$ cat src/rtl/sync_ptr_multi.sv
`default_nettype none
// ============================================================================
// Module   : sync_ptr_multi
// Purpose  : Multi-channel Gray pointer synchronizer with binary decode, step
//            delta, change pulse and optional Gray-step checker enabled by
//            the macro SYNC_PTR_GRAY_CHECK_EN.
// Revision : 1.0 - initial release
// ============================================================================
module sync_ptr_multi #(
    parameter int ASIZE    = 4,
    parameter int STAGES   = 2,
    parameter int CHANNELS = 1
) (
    input  logic                            wclk,
    input  logic                            wrst,
    input  logic [CHANNELS*(ASIZE+1)-1:0]   ptr_gray,
    output logic [CHANNELS*(ASIZE+1)-1:0]   sync_gray,
    output logic [CHANNELS*(ASIZE+1)-1:0]   sync_bin,
    output logic [CHANNELS*(ASIZE+1)-1:0]   delta,
    output logic [CHANNELS-1:0]             changed,
    input  logic                            err_clr,
    output logic [CHANNELS-1:0]             gray_err
);

    localparam int W = ASIZE + 1;

    for (genvar c = 0; c < CHANNELS; c++) begin : g_ch
        logic [W-1:0] r_stage [STAGES];
        logic [W-1:0] w_sync;
        logic [W-1:0] w_bin;
        logic [W-1:0] r_bin;
        logic [W-1:0] r_delta;
        logic         r_changed;

        assign w_sync = r_stage[STAGES-1];

        // Each binary bit is the XOR of all Gray bits at or above it.
        always_comb begin
            w_bin = '0;
            for (int i = 0; i < W; i++) begin
                w_bin[i] = ^(w_sync >> i);
            end
        end

        always_ff @(posedge wclk or posedge wrst) begin
            if (wrst) begin
                for (int s = 0; s < STAGES; s++) begin
                    r_stage[s] <= '0;
                end
                r_bin     <= '0;
                r_delta   <= '0;
                r_changed <= 1'b0;
            end else begin
                r_stage[0] <= ptr_gray[c*W +: W];
                for (int s = 1; s < STAGES; s++) begin
                    r_stage[s] <= r_stage[s-1];
                end
                r_changed <= (w_bin != r_bin);
                // delta keeps its last value while the pointer is idle
                if (w_bin != r_bin) begin
                    r_bin   <= w_bin;
                    r_delta <= w_bin - r_bin;
                end
            end
        end

        assign sync_gray[c*W +: W] = w_sync;
        assign sync_bin[c*W +: W]  = r_bin;
        assign delta[c*W +: W]     = r_delta;
        assign changed[c]          = r_changed;

`ifdef SYNC_PTR_GRAY_CHECK_EN
        logic [W-1:0] r_prev;
        logic         r_armed;
        logic         r_err;
        logic [W-1:0] w_diff;
        logic         w_step;
        logic         w_multi;

        assign w_diff  = w_sync ^ r_prev;
        assign w_step  = |w_diff;
        // More than one bit set: clearing the lowest set bit leaves a remainder.
        assign w_multi = |(w_diff & (w_diff - W'(1)));

        always_ff @(posedge wclk or posedge wrst) begin
            if (wrst) begin
                r_prev  <= '0;
                r_armed <= 1'b0;
                r_err   <= 1'b0;
            end else begin
                r_prev <= w_sync;
                if (w_step) begin
                    r_armed <= 1'b1;
                end
                // A new error outranks a simultaneous clear.
                r_err <= (w_multi & r_armed) | (r_err & ~err_clr);
            end
        end

        assign gray_err[c] = r_err;
`else
        assign gray_err[c] = 1'b0;
`endif
    end : g_ch

`ifndef SYNC_PTR_GRAY_CHECK_EN
    logic w_unused_err_clr;
    assign w_unused_err_clr = err_clr;
`endif

endmodule : sync_ptr_multi
`default_nettype wire

$ cat config.mk
export PLATFORM = sky130hd
export DESIGN_NAME = sync_ptr_multi
export DESIGN_NICKNAME = d
export VERILOG_FILES = /design/src/rtl/sync_ptr_multi.sv
export SDC_FILE = /design/constraint.sdc
export NUM_CORES = 1
export LEC_CHECK = 0
export ABC_AREA = 1
export CORE_ASPECT_RATIO = 0.8
export CORE_MARGIN = 10
export CORE_UTILIZATION = 31
export DETAILED_ROUTE_END_ITERATION = 7
export SLEW_MARGIN = 10
export SYNTH_ARGS = -nofsm -noshare
export SYNTH_HDL_FRONTEND = slang
export SYNTH_SLANG_ARGS = --single-unit
$ cat constraint.sdc
create_clock -name wclk -period 1.8 [get_ports wclk]
set_input_delay 0.27 -clock wclk [delete_from_list [all_inputs] [get_ports wclk]]
set_output_delay 0.27 -clock wclk [all_outputs]
set_load 0.02 [all_outputs]
==> flow_metrics.tcl <==
set metrics [dict create \
    status "finished, violations left" \
    failed_checks "setup timing" \
    path_class "reg -> reg" \
    dpl.cell_count 169 \
    synth.top_cells.by_area "dfrtp_1, nand2_1, buf_4" \
    dieArea_um2 5834 \
    yosysMostFrequentCell "nand2_1" \
    diodes 0 \
    numCtsBuffers 3 \
    vias 777 \
    detail-route-antenna-nets 0 \
    reg2regPathDepth 14 \
    overflow 0 \
    cts-root-buf "clkbuf_8" \
    die_w_um 82.93 \
    maxSlewViolCount 0 \
    r2r_start "sync_gray[3]$_DFF_PP0_" \
    grt_pass1_vias 836 \
    fin_worst_skew_ns 0.005908 \
    crit_path_end_kind "flop" \
    ys_ff_latch 21 \
    syn_area_per_cell_um2 9.444 \
    seqPwrFrac_pct 38.8 \
    p_comb_share_pct 42.0 \
    critPathCapture "delta[4]$_DFFE_PP0N_" \
    fmax_mhz 528.2 \
    gp_congestion 0.7763 \
    fin_crit_ns 1.893 \
    hp-class "in -> async" \
    arrival_ns 2.04 \
    hold_ws_ns 0.3461 \
    p_leak_nw 0.7485 \
    vias_per_cell 4.177 \
    synth_nets 117 \
    wl_mm 2.075 \
    dp_slack_ns -0.1491 \
    numClockSinks 21 \
    final_layout_size_suffix_gt1_share_pct 36.30 \
    nNetsFinal 160 \
    drc 0 \
    clk_latency_ns 0.26 \
    required_ns 1.95 \
    grt_first_pass_wirelength_mm 3.539 \
    synth_warnings 0 \
    ys_seq_area_share_pct 53.50 \
    htree_levels 1 \
    grt_usage_pct 7.252 \
    numPortBuffers 22 \
    boundaryPins 25 \
    p_int_w 0.001054 \
    tritoncts "built" \
    timing.rr.end "delta[4]$_DFFE_PP0N_" \
    wl_per_cell_um 11.16 \
    syn_area_um2 982.2 \
    critical-path-slowest-cell "dfrtp_1" \
    cts-hold-fix-buffers 0 \
    drv_cap 0 \
    area_growth_pct 55.41 \
    synth_edf_count 0 \
    yosysUniqueCellTypes 21 \
    rsz0062_at_grt "yes" \
    ff2ff_setup_slack_ns -0.09 \
    power.share.clock_pct 19.2 \
    finalSetupViolCount 7 \
    synth_top_cell_by_area "dfrtp_1" \
    first_pass_iters 4 \
    drt_iter0_markers 26 \
    clockBufferDepth 2 \
    power_switching_w 0.0005155 \
    row_count 18 \
    core_um2 3063 \
    cp-startpoint "sync_gray[3]$_DFF_PP0_" \
    period_share_pct 105.2 \
    setup_ws_ns -0.09337 \
    hold_viol_final 0 \
    slowest_delay_ns 0.42 \
    grt_max_degree 22 \
    antenna_found_initial 0 \
    swShare_pct 32.83 \
    synth-async-reset-ratio_pct 100.0 \
    final_cells 186 \
    netlist_instances 104 \
    p_per_area_nw_per_um2 1028 \
    dp_hpwl_mm 1.475 \
    synthFlopType "dfrtp_1" \
    crit_chain "inv_2 -> nand2_2 -> nand3_1 -> nand3_1 -> nand2_2 -> inv_2 -> ha_4 -> nand2_2 -> nor2_4 -> buf_4 -> buf_4 -> nor2_1 -> nand2_1 -> nand3_1" \
    ir_drop_v 0.0005402 \
    yosysTopAreaCellShare_pct 53.50 \
    synth_common_cells "nand2_1, dfrtp_1, inv_1, nand3_1, buf_4" \
    critPathLaunchType "flop" \
    start_util_pct 32.07 \
    crit_fanout 4 \
    die_y_um 70.35 \
    path_clk_slew_ns 0.07 \
]
[state kept, by name, indices dropped and copies added (netlist names)]
| register | count |
|---|---|
| sync_bin | 5 |
| delta | 5 |
| sync_gray | 5 |
| changed | 1 |
| g_ch.r_stage | 5 |
[worst min-delay path by stage]
stage | startpoint | end | slack (ns) | cells after the start
2_1_floorplan | wrst | changed$_DFF_PP0_ | 0.25 | 1
3_3_place_gp | g_ch[0].r_stage[9]$_DFF_PP0_ | sync_gray[4]$_DFF_PP0_ | 0.33 | 0
3_5_place_dp | g_ch[0].r_stage[6]$_DFF_PP0_ | sync_gray[1]$_DFF_PP0_ | 0.33 | 0
4_1_cts | wrst | sync_bin[2]$_DFFE_PP0N_ | 0.35 | 3
5_1_grt | g_ch[0].r_stage[5]$_DFF_PP0_ | sync_gray[0]$_DFF_PP0_ | 0.36 | 0
6_report | wrst | sync_bin[2]$_DFFE_PP0N_ | 0.35 | 3
[routing by layer]
layer  vias up  GRT usage, %  routed length (um)  part of all wire [%]
met2        24         12.41                1040                    50
met1       357         7.167                 804                    39
met5         -             0                   0                     0
met3         2         4.751                 214                    10
met4         0         1.698                  15                  0.72
li1        394             -                   -                     -
[worst max-delay path: cells and delay by family (launching register included)]
kind / cells / cell delay [ns]
fa+ha+maj: 1 / 0.26
buf+inv: 4 / 0.35
flops: 1 / 0.42
simple gates: 9 / 0.75
[cell type report]
class                           count  area, um^2
Timing Repair Buffer               47       420.4
Multi-Input combinational cell     62       437.9
Tap cell                           40       50.05
Sequential cell                    21       528.0
Inverter                           12       45.04
Clock buffer                        4       45.04
Fill cell                         308        1536
[power by group through the flow]
stage / combinational, W / clock, W / sequential [W]
after floorplan: 0.000223 / 0 / 0.000697
after global placement: 0.000543 / 0 / 0.000609
after detailed placement: 0.000556 / 0 / 0.000615
after CTS: 0.000646 / 0.000322 / 0.000610
after global routing: 0.000721 / 0.000346 / 0.000623
final: 0.000660 / 0.000302 / 0.000609
[layout by cell type (no fill, tap or decap), drive strengths merged]
master	Yosys	final
a21oi	2	2
buf	8	25
clkbuf	0	4
clkdlybuf4s50	0	20
conb	1	1
dfrtp	21	21
dlymetal6s2s	0	2
fa	1	1
ha	4	4
inv	12	12
nand2	30	30
nand2b	1	1
nand3	8	8
nand3b	1	1
nor2	2	2
nor2b	1	1
o21ai	4	4
or2	1	1
xnor2	3	3
xor2	3	3
[cell families (layout without fill, tap and decap cells)]
family	count (synthesis)	count (layout)	synth area share (%)
fa+ha+maj	5	5	7.134
xor+xnor	6	6	5.351
simple gates	44	44	19.24
buf+inv	21	63	11.34
other cells	1	1	0.3818
flops	21	21	53.50
compound gates	6	6	3.057
[stage by stage]
| step | TNS (ns) | util [%] | area (um^2) | total power (W) |
|---|---|---|---|---|
| 2_1_floorplan | 0 | - | 984.7 | 0.0009196 |
| 3_3_place_gp | -0.7028 | 41.75 | 1279 | 0.001152 |
| 3_5_place_dp | -1.077 | 41.75 | 1279 | 0.001171 |
| 4_1_cts | -0.1006 | 49.02 | 1501 | 0.001578 |
| 5_1_grt | -1.335 | 49.84 | 1526 | 0.001690 |
| 6_report | -0.4591 | 49.84 | 1526 | 0.001570 |
[what timing repair did]
| item | in CTS | in global routing |
|---|---|---|
| hold endpoints to repair | 0 | 0 |
| pin swaps | 4 | 4 |
| setup endpoints to repair | 9 | 12 |
| setup buffers | 12 | 0 |
| gates cloned | 1 | 0 |
| gates resized for setup | 23 | 9 |
(Power assumes the default switching activity.)
